## src/rtl/vdg_pkg.sv

```systemverilog
// Shared types and default widths for the video memory arbiter and its address generator.
package vdg_pkg;

    localparam int DEF_ADDR_W = 16;
    localparam int DEF_DATA_W = 8;
    localparam int BPR_W      = 6;
    localparam int REP_W      = 4;

    typedef enum logic [2:0] {
        IDLE  = 3'd0,
        VID_A = 3'd1,
        VID_D = 3'd2,
        CPU_A = 3'd3,
        CPU_D = 3'd4
    } arb_state_t;

    function automatic logic is_vid_state(arb_state_t s);
        return (s == VID_A) || (s == VID_D);
    endfunction

    function automatic logic is_cpu_state(arb_state_t s);
        return (s == CPU_A) || (s == CPU_D);
    endfunction

endpackage

```

## src/rtl/video_addr_gen.sv

```systemverilog
// Video address counter (VA), row-start register (RS) and line-in-row counter (LC),
// driven by frame/line sync falling edges and the arbiter's fetch-complete strobe.
module video_addr_gen
    import vdg_pkg::*;
#(
    parameter int ADDR_W = DEF_ADDR_W
) (
    input  logic              clk,
    input  logic              srst,
    input  logic              i_fsn,
    input  logic              i_hsn,
    input  logic              i_inc,
    input  logic [ADDR_W-1:0] i_start_addr,
    input  logic [BPR_W-1:0]  i_bytes_per_row,
    input  logic [REP_W-1:0]  i_row_repeat,
    output logic [ADDR_W-1:0] o_va
);

    logic              r_fsn_d;
    logic              r_hsn_d;
    logic [ADDR_W-1:0] r_va;
    logic [ADDR_W-1:0] r_rs;
    logic [REP_W-1:0]  r_lc;

    logic              w_fs_fall;
    logic              w_hs_fall;
    logic [REP_W-1:0]  w_rep_last;
    logic [ADDR_W-1:0] w_rs_adv;

    assign w_fs_fall  = r_fsn_d & ~i_fsn;
    assign w_hs_fall  = r_hsn_d & ~i_hsn;
    // A repeat count of 0 behaves as 1: every line starts a new row.
    assign w_rep_last = (i_row_repeat == '0) ? '0 : i_row_repeat - REP_W'(1);
    assign w_rs_adv   = r_rs + ADDR_W'(i_bytes_per_row);
    assign o_va       = r_va;

    always_ff @(posedge clk) begin
        if (srst) begin
            r_fsn_d <= 1'b1;
            r_hsn_d <= 1'b1;
            r_va    <= '0;
            r_rs    <= '0;
            r_lc    <= '0;
        end else begin
            r_fsn_d <= i_fsn;
            r_hsn_d <= i_hsn;
            if (w_fs_fall) begin
                r_va <= i_start_addr;
                r_rs <= i_start_addr;
                r_lc <= '0;
            end else if (i_fsn) begin
                // A line edge overrides a same-cycle fetch increment.
                if (w_hs_fall) begin
                    if (r_lc < w_rep_last) begin
                        r_lc <= r_lc + REP_W'(1);
                        r_va <= r_rs;
                    end else begin
                        r_lc <= '0;
                        r_rs <= w_rs_adv;
                        r_va <= w_rs_adv;
                    end
                end else if (i_inc) begin
                    r_va <= r_va + ADDR_W'(1);
                end
            end
        end
    end

endmodule

```

## src/rtl/video_mem_arbiter.sv

```systemverilog
// Two-cycle RAM access arbiter between video fetches (priority) and CPU reads/writes.
module video_mem_arbiter
    import vdg_pkg::*;
#(
    parameter int ADDR_W = DEF_ADDR_W,
    parameter int DATA_W = DEF_DATA_W
) (
    input  logic              Clk,
    input  logic              Reset,
    input  logic              FSn,
    input  logic              HSn,
    input  logic              Load,
    input  logic [ADDR_W-1:0] StartAddr,
    input  logic [5:0]        BytesPerRow,
    input  logic [3:0]        RowRepeat,
    input  logic              CpuReq,
    input  logic              CpuWe,
    input  logic [ADDR_W-1:0] CpuAddr,
    input  logic [DATA_W-1:0] CpuWData,
    output logic              CpuAck,
    output logic [DATA_W-1:0] CpuRData,
    output logic [ADDR_W-1:0] RamAddr,
    output logic [DATA_W-1:0] RamWData,
    input  logic [DATA_W-1:0] RamRData,
    output logic              RamCe,
    output logic              RamWe,
    output logic [DATA_W-1:0] VidData,
    output logic              VidValid,
    output logic              VidOverrun
);

    arb_state_t        r_state;
    arb_state_t        w_state_next;
    logic              r_vid_pend;
    logic              r_overrun;
    logic              r_cpu_we;
    logic [ADDR_W-1:0] r_cpu_addr;
    logic [DATA_W-1:0] r_cpu_wdata;
    logic [DATA_W-1:0] r_cpu_rdata;
    logic              r_cpu_ack;
    logic [DATA_W-1:0] r_vid_data;
    logic              r_vid_valid;

    logic              w_vid_req;
    logic              w_vid_start;
    logic              w_cpu_start;
    logic [ADDR_W-1:0] w_va;

    video_addr_gen #(
        .ADDR_W (ADDR_W)
    ) u_addr_gen (
        .clk             (Clk),
        .srst            (Reset),
        .i_fsn           (FSn),
        .i_hsn           (HSn),
        .i_inc           (r_state == VID_D),
        .i_start_addr    (StartAddr),
        .i_bytes_per_row (BytesPerRow),
        .i_row_repeat    (RowRepeat),
        .o_va            (w_va)
    );

    // A Load in the same cycle as a decision point is served without waiting for the flag.
    assign w_vid_req = r_vid_pend | Load;

    always_comb begin
        w_state_next = r_state;
        case (r_state)
            IDLE: begin
                if (w_vid_req)   w_state_next = VID_A;
                else if (CpuReq) w_state_next = CPU_A;
            end
            VID_A:   w_state_next = VID_D;
            VID_D:   w_state_next = w_vid_req ? VID_A : IDLE;
            CPU_A:   w_state_next = CPU_D;
            CPU_D:   w_state_next = w_vid_req ? VID_A : IDLE;
            default: w_state_next = IDLE;
        endcase
    end

    assign w_vid_start = (w_state_next == VID_A);
    assign w_cpu_start = (r_state == IDLE) && (w_state_next == CPU_A);

    always_ff @(posedge Clk) begin
        if (Reset) begin
            r_state     <= IDLE;
            r_vid_pend  <= 1'b0;
            r_overrun   <= 1'b0;
            r_cpu_we    <= 1'b0;
            r_cpu_addr  <= '0;
            r_cpu_wdata <= '0;
            r_cpu_rdata <= '0;
            r_cpu_ack   <= 1'b0;
            r_vid_data  <= '0;
            r_vid_valid <= 1'b0;
        end else begin
            r_state    <= w_state_next;
            r_vid_pend <= w_vid_start ? 1'b0 : w_vid_req;
            // A second Load while one is still queued is dropped and flagged.
            if (Load && r_vid_pend) r_overrun <= 1'b1;
            if (w_cpu_start) begin
                r_cpu_we    <= CpuWe;
                r_cpu_addr  <= CpuAddr;
                r_cpu_wdata <= CpuWData;
            end
            r_vid_valid <= (r_state == VID_D);
            if (r_state == VID_D) r_vid_data <= RamRData;
            r_cpu_ack <= (r_state == CPU_D);
            if (r_state == CPU_D && !r_cpu_we) r_cpu_rdata <= RamRData;
        end
    end

    always_comb begin
        RamAddr  = '0;
        RamWData = '0;
        RamWe    = 1'b0;
        RamCe    = (r_state != IDLE);
        if (is_vid_state(r_state)) begin
            RamAddr = w_va;
        end else if (is_cpu_state(r_state)) begin
            RamAddr = r_cpu_addr;
            RamWe   = r_cpu_we;
            if (r_cpu_we) RamWData = r_cpu_wdata;
        end
    end

    assign CpuAck     = r_cpu_ack;
    assign CpuRData   = r_cpu_rdata;
    assign VidData    = r_vid_data;
    assign VidValid   = r_vid_valid;
    assign VidOverrun = r_overrun;

endmodule
```

## config.mk

```make
export PLATFORM = sky130hd
export DESIGN_NAME = video_mem_arbiter
export DESIGN_NICKNAME = d
export VERILOG_FILES = /design/src/rtl/vdg_pkg.sv /design/src/rtl/video_addr_gen.sv /design/src/rtl/video_mem_arbiter.sv
export SDC_FILE = /design/constraint.sdc
export NUM_CORES = 1
export LEC_CHECK = 0
export BUFFER_PORTS_ARGS = -buffer_cell sky130_fd_sc_hd__clkbuf_2
export CORE_ASPECT_RATIO = 0.9
export CORE_MARGIN = 2
export CORE_UTILIZATION = 50
export DETAILED_ROUTE_END_ITERATION = 8
export PLACE_DENSITY_LB_ADDON = 0.3
export SLEW_MARGIN = 20
export SYNTH_ARGS = -nofsm -noshare
export SYNTH_HDL_FRONTEND = slang
export SYNTH_SLANG_ARGS = --single-unit
```

## constraint.sdc

```tcl
create_clock -name Clk -period 3.1 [get_ports Clk]
set_input_delay 0.465 -clock Clk [delete_from_list [all_inputs] [get_ports Clk]]
set_output_delay 0.465 -clock Clk [all_outputs]
set_load 0.03 [all_outputs]
```

### Yosys cells after proc, flatten, opt, wreduce, memory -nomap -nowiden

Cells that the tools add are included.

| storage, ports and cells | value |
|---|---|
| register bits | 86 |
| input bits | 65 |
| output and inout port bits | 45 |
| word-level logic and storage cells | 70 |

| cells by class | value |
|---|---|
| add/subtract/negate cells | 4 |
| $lt $le $gt $ge | 1 |
| eq/ne operators | 6 |
| mux-type cells | 21 |
| bitwise operators | 5 |
| reductions and logical operators | 18 |

Operator list:

| kind | count |
|---|---|
| $mux W16 | 10 |
| $mux W8 | 3 |
| $add A16 B1 Y16 const B | 1 |
| $add A16 B6 Y16 | 1 |
| $pmux W3 S4 | 1 |
| $eq A3 B2 Y1 const B | 3 |
| $mux W4 | 2 |
| $eq A3 B1 Y1 const B | 2 |
| $mux W3 | 2 |
| $reduce_and A2 Y1 | 3 |
| $reduce_bool A3 Y1 | 2 |
| $reduce_or A2 Y1 | 3 |
| $add A4 B1 Y4 const B | 1 |
| $logic_not A4 Y1 | 1 |
| $lt A4 B4 Y1 | 1 |
| $reduce_bool A2 Y1 | 2 |
| $sub A4 B1 Y4 const B | 1 |
| $eq A3 B3 Y1 const B | 1 |
| $logic_and A1 B1 Y1 | 3 |
| $logic_not A3 Y1 | 1 |
| $mux W1 | 3 |
| $and A1 B1 Y1 | 2 |
| $logic_or A1 B1 Y1 | 2 |
| $not A1 Y1 | 2 |
| 2 further kinds | 2 |

### Logic depth before layout (Yosys ltp)

Gate-level depths: netlist of run 1.

| logic depth | value |
|---|---|
| word-level depth | 7 |
| gate-level depth with buffers | 11 |
| gate-level depth less buffers | 10 |

### Cells and area by module

From an unflattened synthesis of run 1, not the netlist that was laid out.

| unflattened totals | value |
|---|---|
| cells, all modules | 608 |
| area, all modules | 5104.9 µm² |

Modules (own cells, without submodules):

| module | times used | cells each | area an instance (µm²) | seq. area each (µm²) |
|---|---|---|---|---|
| video_addr_gen | 1 | 376 | 2861.5 | 760.7 |
| video_mem_arbiter | 1 | 232 | 2243.4 | 960.9 |

### Worst setup path after synthesis of run 1

Ideal clock, no wire load.

| timing path | value |
|---|---|
| path type | input-to-reg |
| start | in RowRepeat[1] |
| end | reg u_addr_gen.r_va[15], in the netlist u_addr_gen.o_va[15] |
| setup time | 130 ps |
| data arrival time | 2574 ps |
| data required time | 2970 ps |
| path slack | 396 ps |
| stages | 10 |
| buffers on the path | 0 |
| cells stage by stage | or2_2 > nor2_1 > a21oi_1 > ha_1 > or4b_4 > nand3_2 > nand2_2 > or4b_1 > xor2_1 > o22ai_2 |

| on the way | value |
|---|---|
| word-level cells in the longest chain between the ends | 7 |
| elaborated cells between the ends (all ways) | 8 |
| those cells by class | add/sub: 1; order compare: 1; mux: 5; reduce/logical: 1 |

Ends and longest elaborated chain:

| element | RTL line | RTL |
|---|---|---|
| start: declaration | video_mem_arbiter.sv:15 | `input logic [3:0] RowRepeat,` |
| $sub A4 B1 Y4 / $logic_not A4 Y1 (equally long branches) | video_addr_gen.sv:33 | `assign w_rep_last = (i_row_repeat == '0) ? '0 : i_row_repeat - REP_W'(1);` |
| $mux W4 (*) | video_addr_gen.sv:33 |  |
| $lt A4 B4 Y1 (*) | video_addr_gen.sv:54 | `if (r_lc < w_rep_last) begin` |
| $mux W16 (*) | -- |  |
| $mux W16 (*) | video_addr_gen.sv:53 | `if (w_hs_fall) begin` |
| $mux W16 (*) | video_addr_gen.sv:51 | `end else if (i_fsn) begin` |
| $mux W16 (*) | video_addr_gen.sv:47 | `if (w_fs_fall) begin` |
| end signal: assignment | video_addr_gen.sv:48 | `r_va <= i_start_addr;` |
| end signal: assignment | video_addr_gen.sv:56 | `r_va <= r_rs;` |
| end signal: assignment | video_addr_gen.sv:60 | `r_va <= w_rs_adv;` |
| end: declaration | video_addr_gen.sv:21 | `logic [ADDR_W-1:0] r_va;` |

Mark *: on every way between the ends. The rest lies on a longest branch, timed or not. The select of a mux whose other input is x is not followed.
A chain may end at the register's enable or synchronous reset.

### Worst setup path after layout of run 1

| timing path | value |
|---|---|
| start | reg r_state[0] |
| end | out RamAddr[6] |

| on the way | value |
|---|---|
| word-level cells in the longest chain between the ends | 4 |
| elaborated cells between the ends (all ways) | 8 |
| those cells by class | eq/ne: 4; mux: 2; reduce/logical: 2 |

Ends and longest elaborated chain:

| element | RTL line | RTL |
|---|---|---|
| start: declaration | video_mem_arbiter.sv:32 | `arb_state_t r_state;` |
| start signal: assignment | video_mem_arbiter.sv:97 | `r_state <= w_state_next;` |
| $eq A3 B2 Y1 / $eq A3 B3 Y1 (equally long branches) | vdg_pkg.sv:22 | `return (s == CPU_A) \|\| (s == CPU_D);` |
| $logic_or A1 B1 Y1 | vdg_pkg.sv:22 |  |
| $mux W16 | video_mem_arbiter.sv:120 | `end else if (is_cpu_state(r_state)) begin` |
| $mux W16 (*) | video_mem_arbiter.sv:118 | `if (is_vid_state(r_state)) begin` |
| end: declaration | video_mem_arbiter.sv:22 | `output logic [ADDR_W-1:0] RamAddr,` |

Mark *: on every way between the ends. The rest lies on a longest branch, timed or not.

==> impl_metrics.json, run 1 <==
{
  "fin_setup_tns_ns": 0,
  "final_core_util": 0.611,
  "grt_first_pass_wirelength_um": 20800,
  "seq_area_frac_synth": 0.369,
  "root_buffer": "clkbuf_8",
  "rsz0062_at_grt": "false",
  "yosys-top-cells-count": "nand2_1 (123), dfxtp_1 (86), a21oi_1 (72)",
  "numCtsBuffers": 9,
  "holdWs_ns": 0.307,
  "syn_to_final_growth_pct": 19.1,
  "num_antenna_cells": 0,
  "ir_worst_vdd_mv": 0.304,
  "drv_slew": 0,
  "place_inst": 811,
  "status": "finished, final reports clean",
  "drt_wl_total_um": 13200,
  "synth_seq_cells": 86,
  "rows": 33,
  "cts.clk_slew.worst_paths_ns": 0.10,
  "setup_slack_ns": 0.246,
  "crit_required_ns": 2.63,
  "clock_sinks": 86,
  "p_total_mw": 2.65,
  "place_congestion": 0.845,
  "p_leak_nw": 2.29,
  "dpl.hpwl_um": 9630,
  "critPathArrivalTime_ns": 2.39,
  "tightest_slew_ns": 1.07,
  "fin_area_um2": 5550,
  "synth_edf_count": 0,
  "cts-resized-gates": 0,
  "io_pins": 110,
  "fillers": 856,
  "grt-ovfl-total": 0,
  "timing.max_cap.violations": 0,
  "drcViolationCount": 0,
  "cts_tree": "yes",
  "numPortBuffers": 109,
  "drive_gt1_frac": 0.228,
  "synth.top_cell.area_share": 0.369,
  "pre_cts_ws_ns": 0.0374,
  "setup_violations": 0,
  "synth.distinct_cells": 63,
  "powerDensity_nw_per_um2": 478,
  "nNetsFinal": 777,
  "die_w_um": 106,
  "crit_type": "flop to output port",
  "final_cells": 827,
  "cts_htree_levels": 3,
  "synth_top_area_cell": "dfxtp_1",
  "hold_class": "input port to flop",
  "track_usage": 0.257,
  "initial_core_util": 0.513,
  "fmax_mhz": 350,
  "synth_area_leaders": "dfxtp_1 (37%), nand2_1 (9.9%), a21oi_1 (7.7%)",
  "timing.final.crit_share": 0.921,
  "layout_min_cycle_time_ns": 2.85,
  "clk_latency_ns": 0.37,
  "ys_async_sr_fraction": 0,
  "ant_nets": 0,
  "slew_headroom": 0.284,
  "yosys_warnings": 0,
  "finClkSkew_ns": 0.00523,
  "end_kind": "output port",
  "dieArea_um2": 10100,
  "drt_first_iter_violations": 321,
  "syn_area_um2": 4660,
  "syn_avg_cell_area_um2": 7.77,
  "antenna_found_initial": 0,
  "synthMostInstantiatedCell": "nand2_1",
  "grt_start_max_net_pins": 65,
  "synthesis.instances": 600,
  "synth_nets": 677,
  "grt_pass1_vias": 4409,
  "ys.flop_type": "dfxtp_1",
  "final-hold-violation-count": 0,
  "firstDrtPassIters": 5,
  "cts_buffer_depth": 2,
  "via_per_inst": 5.90,
  "core_area_um2": 9080,
  "place_area_um2": 5340,
  "cp-start-kind": "flop",
  "die_h_um": 95.6,
  "post_cts_buffers": 0,
  "num_vias": 4880,
  "cp_max_fo": 16,
  "wl_per_cell_um": 16.0,
  "hold_buffers": 0
}
==> registers in the layout (all words and copies together) (netlist names) <==
signal              count
r_cpu_addr             16
u_addr_gen.o_va        16
u_addr_gen.r_rs        16
CpuRData                8
VidData                 8
r_cpu_wdata             8
u_addr_gen.r_lc         4
r_state                 3
CpuAck                  1
VidOverrun              1
VidValid                1
r_cpu_we                1
r_vid_pend              1
u_addr_gen.r_fsn_d      1
u_addr_gen.r_hsn_d      1
==> cells in the final DEF (no fill, tap or decap), types with 5 or more instances in the layout <==
master    netlist  layout
clkbuf_8        0       9
o21ai_0        26      26
xor2_1         10      10
and3_1         14      14
o22ai_1         7       7
dfxtp_1        86      86
nand2_1       123     123
nor3_1         14      14
o21ai_1        10      10
nand3_1        10      10
a211oi_1        7       7
or2_2           5       5
nand2b_1        5       5
a221oi_1        6       6
a31oi_1         6       6
nand4_1         8       8
buf_4           1      14
nor2_1         39      39
inv_1           8       8
a21oi_1        72      72
a22o_1         18      18
ha_1           11      11
clkbuf_2        0     109
xnor2_1        17      17
==> layout make-up <==
type / count / area, um^2 / share of cell area
Sequential cell: 86 / 1720 / 0.310
Tap cell: 122 / 153 / 0.0275
Clock inverter: 7 / 86.3 / 0.0156
Multi-Input combinational cell: 472 / 2780 / 0.502
Timing Repair Buffer: 123 / 651 / 0.117
Clock buffer: 9 / 124 / 0.0223
Inverter: 8 / 30.0 / 0.00541
==> worst max-delay path, stage by stage, from the launching register on <==
cell      delay, ns
dfxtp_1        0.61
xnor2_1        0.13
nor2_1         0.82
a22o_1         0.26
clkbuf_2       0.21
==> power by group <==
group          internal (mW)  switching (mW)  total (mW)
Combinational          0.209           0.332       0.541
Sequential              1.17          0.0819        1.25
Clock                  0.393           0.467       0.859
==> path summary, 6_finish.rpt <==
kind | from | end | slack (ns) | cells after the start
worst max register to register | u_addr_gen.r_lc[1] | u_addr_gen.o_va[9] | 0.74 | 7
worst min-delay path | HSn | u_addr_gen.r_hsn_d | 0.31 | 2
worst min register to register | r_cpu_wdata[7] | r_cpu_wdata[7] | 0.46 | 2
worst max-delay path | r_state[0] | RamAddr[6] | 0.25 | 4
==> layer usage <==
metal | vias to the layer above | share of wire | track usage
li1 | 2351 | - | -
met1 | 2322 | 0.43 | 0.335
met2 | 183 | 0.48 | 0.418
met3 | 24 | 0.068 | 0.0547
met4 | 0 | 0.017 | 0.102
met5 | - | 0 | 0
==> cells by family (layout without fill, tap and decap cells) <==
| group | count (synthesis) | count (layout) | share of synthesized area |
|---|---|---|---|
| adders and majority gates | 12 | 12 | 0.0338 |
| and+or+nand+nor | 256 | 256 | 0.271 |
| DFF | 86 | 86 | 0.369 |
| xor gates and xnor gates | 27 | 27 | 0.0507 |
| AOI/OAI and AO/OA | 174 | 174 | 0.233 |
| buffers and inverters | 42 | 147 | 0.0352 |
| muxes | 3 | 3 | 0.00644 |
Note: power is estimated with default switching activity, not from simulation.
==> run 2, diff against run 1 <==
--- a/config.mk
+++ b/config.mk
@@ -10,6 +10,7 @@
 export CORE_MARGIN = 2
 export CORE_UTILIZATION = 50
 export DETAILED_ROUTE_END_ITERATION = 8
+export GPL_ROUTABILITY_DRIVEN = 0
 export PLACE_DENSITY_LB_ADDON = 0.3
 export SLEW_MARGIN = 20
 export SYNTH_ARGS = -nofsm -noshare
==> constraint.sdc (replaced) <==
create_clock -name Clk -period 2.7 [get_ports Clk]
set_input_delay 0.405 -clock Clk [delete_from_list [all_inputs] [get_ports Clk]]
set_output_delay 0.405 -clock Clk [all_outputs]
set_load 0.03 [all_outputs]
==> impl_metrics.json, run 2 (synthesized netlist as in run 1, its figures left out) <==
{
  "nNetsFinal": 791,
  "root_buffer": "clkbuf_8",
  "layout_commonest_cell": "nand2_1",
  "num_antenna_cells": 0,
  "cp-start-kind": "flop",
  "core_area_um2": 9080,
  "num_vias": 4885,
  "timing.max_cap.violations": 0,
  "ant_nets": 0,
  "tightest_slew_ns": 0.702,
  "drt_wl_total_um": 13300,
  "numPortBuffers": 109,
  "crit_type": "flop to output port",
  "cts-resized-gates": 1,
  "powerDensity_nw_per_um2": 532,
  "cp_max_fo": 16,
  "cts.clk_slew.worst_paths_ns": 0.09,
  "die_w_um": 106,
  "hold_buffers": 0,
  "drv_slew": 0,
  "final-hold-violation-count": 0,
  "layout_common_cells": "nand2_1 (123), clkbuf_2 (109), dfxtp_1 (86), a21oi_1 (72), nor2_1 (38)",
  "cts_buffer_depth": 2,
  "firstDrtPassIters": 5,
  "hold_class": "input port to flop",
  "drt_first_iter_violations": 370,
  "wl_per_cell_um": 15.8,
  "io_pins": 110,
  "antenna_found_initial": 0,
  "pre_cts_ws_ns": -0.126,
  "crit_required_ns": 2.30,
  "grt-ovfl-total": 0,
  "r2r_setup_slack_ns": 0.34,
  "drcViolationCount": 0,
  "reg2reg_to": "u_addr_gen.o_va[10]",
  "grt_first_pass_wirelength_um": 21000,
  "end_kind": "output port",
  "syn_to_final_growth_pct": 21.0,
  "clk_latency_ns": 0.36,
  "grt_start_max_net_pins": 65,
  "initial_core_util": 0.513,
  "setup_slack_ns": 0.187,
  "setup_violations": 0,
  "fmax_mhz": 398,
  "track_usage": 0.260,
  "r2r-start": "u_addr_gen.r_rs[0]",
  "post_cts_buffers": 0,
  "timing.final.crit_share": 0.931,
  "slew_headroom": 0.532,
  "status": "finished, final reports clean",
  "drive_gt1_frac": 0.244,
  "cts_tree": "yes",
  "hold_path_depth": 3,
  "layout_min_cycle_time_ns": 2.51,
  "reg2reg_depth": 9,
  "cts_htree_levels": 3,
  "ir_worst_vdd_mv": 0.342,
  "setup.worst_path.end": "RamAddr[10]",
  "via_per_inst": 5.82,
  "p_leak_nw": 2.34,
  "rsz0062_at_grt": "false",
  "grt_pass1_vias": 4455,
  "rows": 33,
  "critPathLaunch": "r_state[0]",
  "critPathArrivalTime_ns": 2.11,
  "clock_sinks": 86,
  "p_total_mw": 3.00,
  "numCtsBuffers": 9,
  "die_h_um": 95.6,
  "dpl.hpwl_um": 9800,
  "dieArea_um2": 10100,
  "finClkSkew_ns": 0.0108
}
-- run 2: cell count changes in the layout (fill, tap and decap cells not counted) --
cell,delta
inv_8,-2
inv_6,-1
nor2_1,-1
nor2_2,+1
buf_4,+14
clkinvlp_4,+2
-- run 2: power by group --
part	switching [mW]	internal [mW]
clock	0.489	0.429
combinational	0.390	0.255
sequential	0.0927	1.34
total	0.971	2.03
-- run 2: critical path, cell delays in order, from the launching register on --
cell and delay (ns):
dfxtp_1 0.59, xnor2_1 0.15, nor2_2 0.55, a22o_1 0.25
clkbuf_2 0.21
-- run 2: per-stage QoR --
stage	setup TNS, ns	utilization	std cells	hold slack (ns)	instance area [um^2]
after floorplan	0	-	600	0.432	4660
after global placement	-0.110	0.599	825	0.437	5440
after detailed placement	-1.16	0.599	825	0.445	5440
after CTS	0	0.621	840	0.245	5640
after global routing	0	0.621	840	0.251	5640
final	0	0.621	840	0.255	5640
-- run 2: per-layer routing --
metal	track usage	vias up	part of all wire
li1	-	2373	-
met1	0.343	2292	0.43
met2	0.420	197	0.47
met3	0.0513	23	0.080
met4	0.103	0	0.018
met5	0	-	0
-- run 2: how the worst min path moves through the flow --
stage,start,end
after floorplan,r_cpu_wdata[7],r_cpu_wdata[7]
after global placement,r_cpu_wdata[3],r_cpu_wdata[3]
after detailed placement,r_cpu_wdata[3],r_cpu_wdata[3]
after CTS,CpuWData[1],r_cpu_wdata[1]
after global routing,CpuWData[5],r_cpu_wdata[5]
final,CpuWData[1],r_cpu_wdata[1]
-- run 2: final cells by class --
cell class                 instances  area (um^2)
clock buffer                       9          124
clock inverter                     6         70.1
fill                             832         3440
inverter                           8         30.0
multi-input combinational        472         2790
sequential                        86         1720
tap                              122          153
timing repair buffer             137          756
==> run 3, diff against run 2 <==
--- a/config.mk
+++ b/config.mk
@@ -6,9 +6,11 @@
 export NUM_CORES = 1
 export LEC_CHECK = 0
 export BUFFER_PORTS_ARGS = -buffer_cell sky130_fd_sc_hd__clkbuf_2
+export CELL_PAD_IN_SITES_DETAIL_PLACEMENT = 0
+export CELL_PAD_IN_SITES_GLOBAL_PLACEMENT = 2
 export CORE_ASPECT_RATIO = 0.9
 export CORE_MARGIN = 2
-export CORE_UTILIZATION = 50
+export CORE_UTILIZATION = 31
 export DETAILED_ROUTE_END_ITERATION = 8
 export GPL_ROUTABILITY_DRIVEN = 0
 export PLACE_DENSITY_LB_ADDON = 0.3
==> impl_metrics.json, run 3 (synthesized netlist as in run 1, its figures left out) <==
{
  "path_buf_inv": 3,
  "firstDrtPassIters": 4,
  "critPathArrivalTime_ns": 2.76,
  "ant_nets": 0,
  "via_per_inst": 5.14,
  "drive_gt1_frac": 0.241,
  "num_vias": 4705,
  "drcViolationCount": 0,
  "antenna_found_initial": 0,
  "switching_share": 0.291,
  "nNetsFinal": 790,
  "final_core_util": 0.399,
  "grt_start_max_net_pins": 65,
  "crit_chain": "clkbuf_2 -> or2_2 -> nor2_1 -> a21oi_1 -> ha_1 -> or4b_4 -> and3_4 -> buf_4 -> nor3_4 -> buf_4 -> nand2_1 -> a31oi_1",
  "cpMostUsedCell": "buf_4",
  "hold_buffers": 0,
  "tightest_slew_ns": 0.752,
  "numPortBuffers": 109,
  "post_cts_buffers": 0,
  "grt_pass1_vias": 4581,
  "cts-resized-gates": 0,
  "end_kind": "flop",
  "layout_min_cycle_time_ns": 2.49,
  "cts_htree_levels": 3,
  "layout_common_cells": "nand2_1 (123), clkbuf_2 (109), dfxtp_1 (86), a21oi_1 (72), nor2_1 (39)",
  "core_area_um2": 14700,
  "layout_commonest_cell": "nand2_1",
  "clock_power_share": 0.407,
  "r2r_setup_slack_ns": 0.36,
  "clock_sinks": 86,
  "cts_tree": "yes",
  "max_stage_delay_ns": 0.48,
  "pwr-share-comb": 0.185,
  "slew_headroom": 0.498,
  "initial_core_util": 0.317,
  "cp_max_fo": 5,
  "cpMaxStageDelayCell": "or4b_4",
  "num_antenna_cells": 0,
  "drv_slew": 0,
  "wl_per_cell_um": 16.2,
  "powerDensity_nw_per_um2": 601,
  "clk_latency_ns": 0.35,
  "die_h_um": 120,
  "ir_worst_vdd_mv": 0.334,
  "critical-path-top-delay-family": "simple AND/OR/NAND/NOR gates",
  "dieArea_um2": 16000,
  "root_buffer": "clkbuf_16",
  "rsz0062_at_grt": "false",
  "drt_wl_total_um": 14900,
  "syn_to_final_growth_pct": 25.9,
  "intPower_mw": 2.50,
  "finClkSkew_ns": 0.00692,
  "track_usage": 0.187,
  "hold_class": "input port to flop",
  "die_w_um": 133,
  "p_leak_nw": 2.41,
  "timing.final.crit_share": 0.923,
  "dpl.hpwl_um": 11000,
  "cts.clk_slew.worst_paths_ns": 0.06,
  "final-hold-violation-count": 0,
  "grt_first_pass_wirelength_um": 23700,
  "p_sw_mw": 1.02,
  "drt_first_iter_violations": 384,
  "numCtsBuffers": 9,
  "crit_required_ns": 2.96,
  "rows": 42,
  "fmax_mhz": 401,
  "p_total_mw": 3.52,
  "p_seq_frac": 0.408,
  "cp-start-kind": "input port",
  "io_pins": 110,
  "grt-ovfl-total": 0,
  "setup_violations": 0,
  "status": "finished, final reports clean",
  "timing.max_cap.violations": 0,
  "cts_buffer_depth": 2,
  "crit_type": "input port to flop"
}
==> run 3: area by class of cell <==
class | count | area, um^2
Tap cell | 198 | 248
Clock buffer | 9 | 225
Sequential cell | 86 | 1720
Multi-Input combinational cell | 472 | 2780
Clock inverter | 6 | 111
Fill cell | 1578 | 8850
Inverter | 8 | 30.0
Timing Repair Buffer | 136 | 748
==> run 3: power groups by stage <==
stage | clock (mW) | sequential, mW | combinational, mW
6_report | 1.43 | 1.44 | 0.651
5_1_grt | 1.53 | 1.45 | 0.718
4_1_cts | 1.47 | 1.44 | 0.656
3_5_place_dp | 0 | 1.47 | 0.653
3_3_place_gp | 0 | 1.46 | 0.646
2_1_floorplan | 0 | 1.45 | 0.420
==> run 3: path summary, 6_finish.rpt <==
kind	end	cells past startpoint	start
max	u_addr_gen.r_rs[0]	12	RowRepeat[1]
min	r_cpu_wdata[6]	3	CpuWData[6]
min reg2reg	r_cpu_wdata[6]	2	r_cpu_wdata[6]
max reg2reg	u_addr_gen.o_va[14]	9	u_addr_gen.r_rs[0]
==> run 3: per-layer routing <==
layer	up-vias	wire length [um]	GRT usage
met5	-	0	0
met4	0	142	0.0479
met3	13	971	0.0432
met2	116	6690	0.301
met1	2210	7050	0.254
li1	2366	-	-
==> run 3: worst register-to-register path, stage by stage, from the launching register on <==
cell      delay [ns]
dfxtp_1         0.33
ha_1            0.22
fa_1            0.44
a211oi_1        0.28
o21bai_1        0.10
a21oi_1         0.15
buf_4           0.22
o31a_1          0.16
o21ai_1         0.07
a221oi_1        0.27
==> run 3: metrics by stage <==
step                setup TNS, ns  hold WS, ns  setup slack [ns]  std cells  area, um^2
floorplan                       0        0.432            0.0564        600        4660
global placement           -0.286        0.437           -0.0588        900        5530
detailed placement          -1.36        0.444            -0.142        900        5530
CTS                             0        0.258             0.218        915        5870
global route                    0        0.269            0.0288        915        5870
finish                          0        0.273             0.209        915        5870
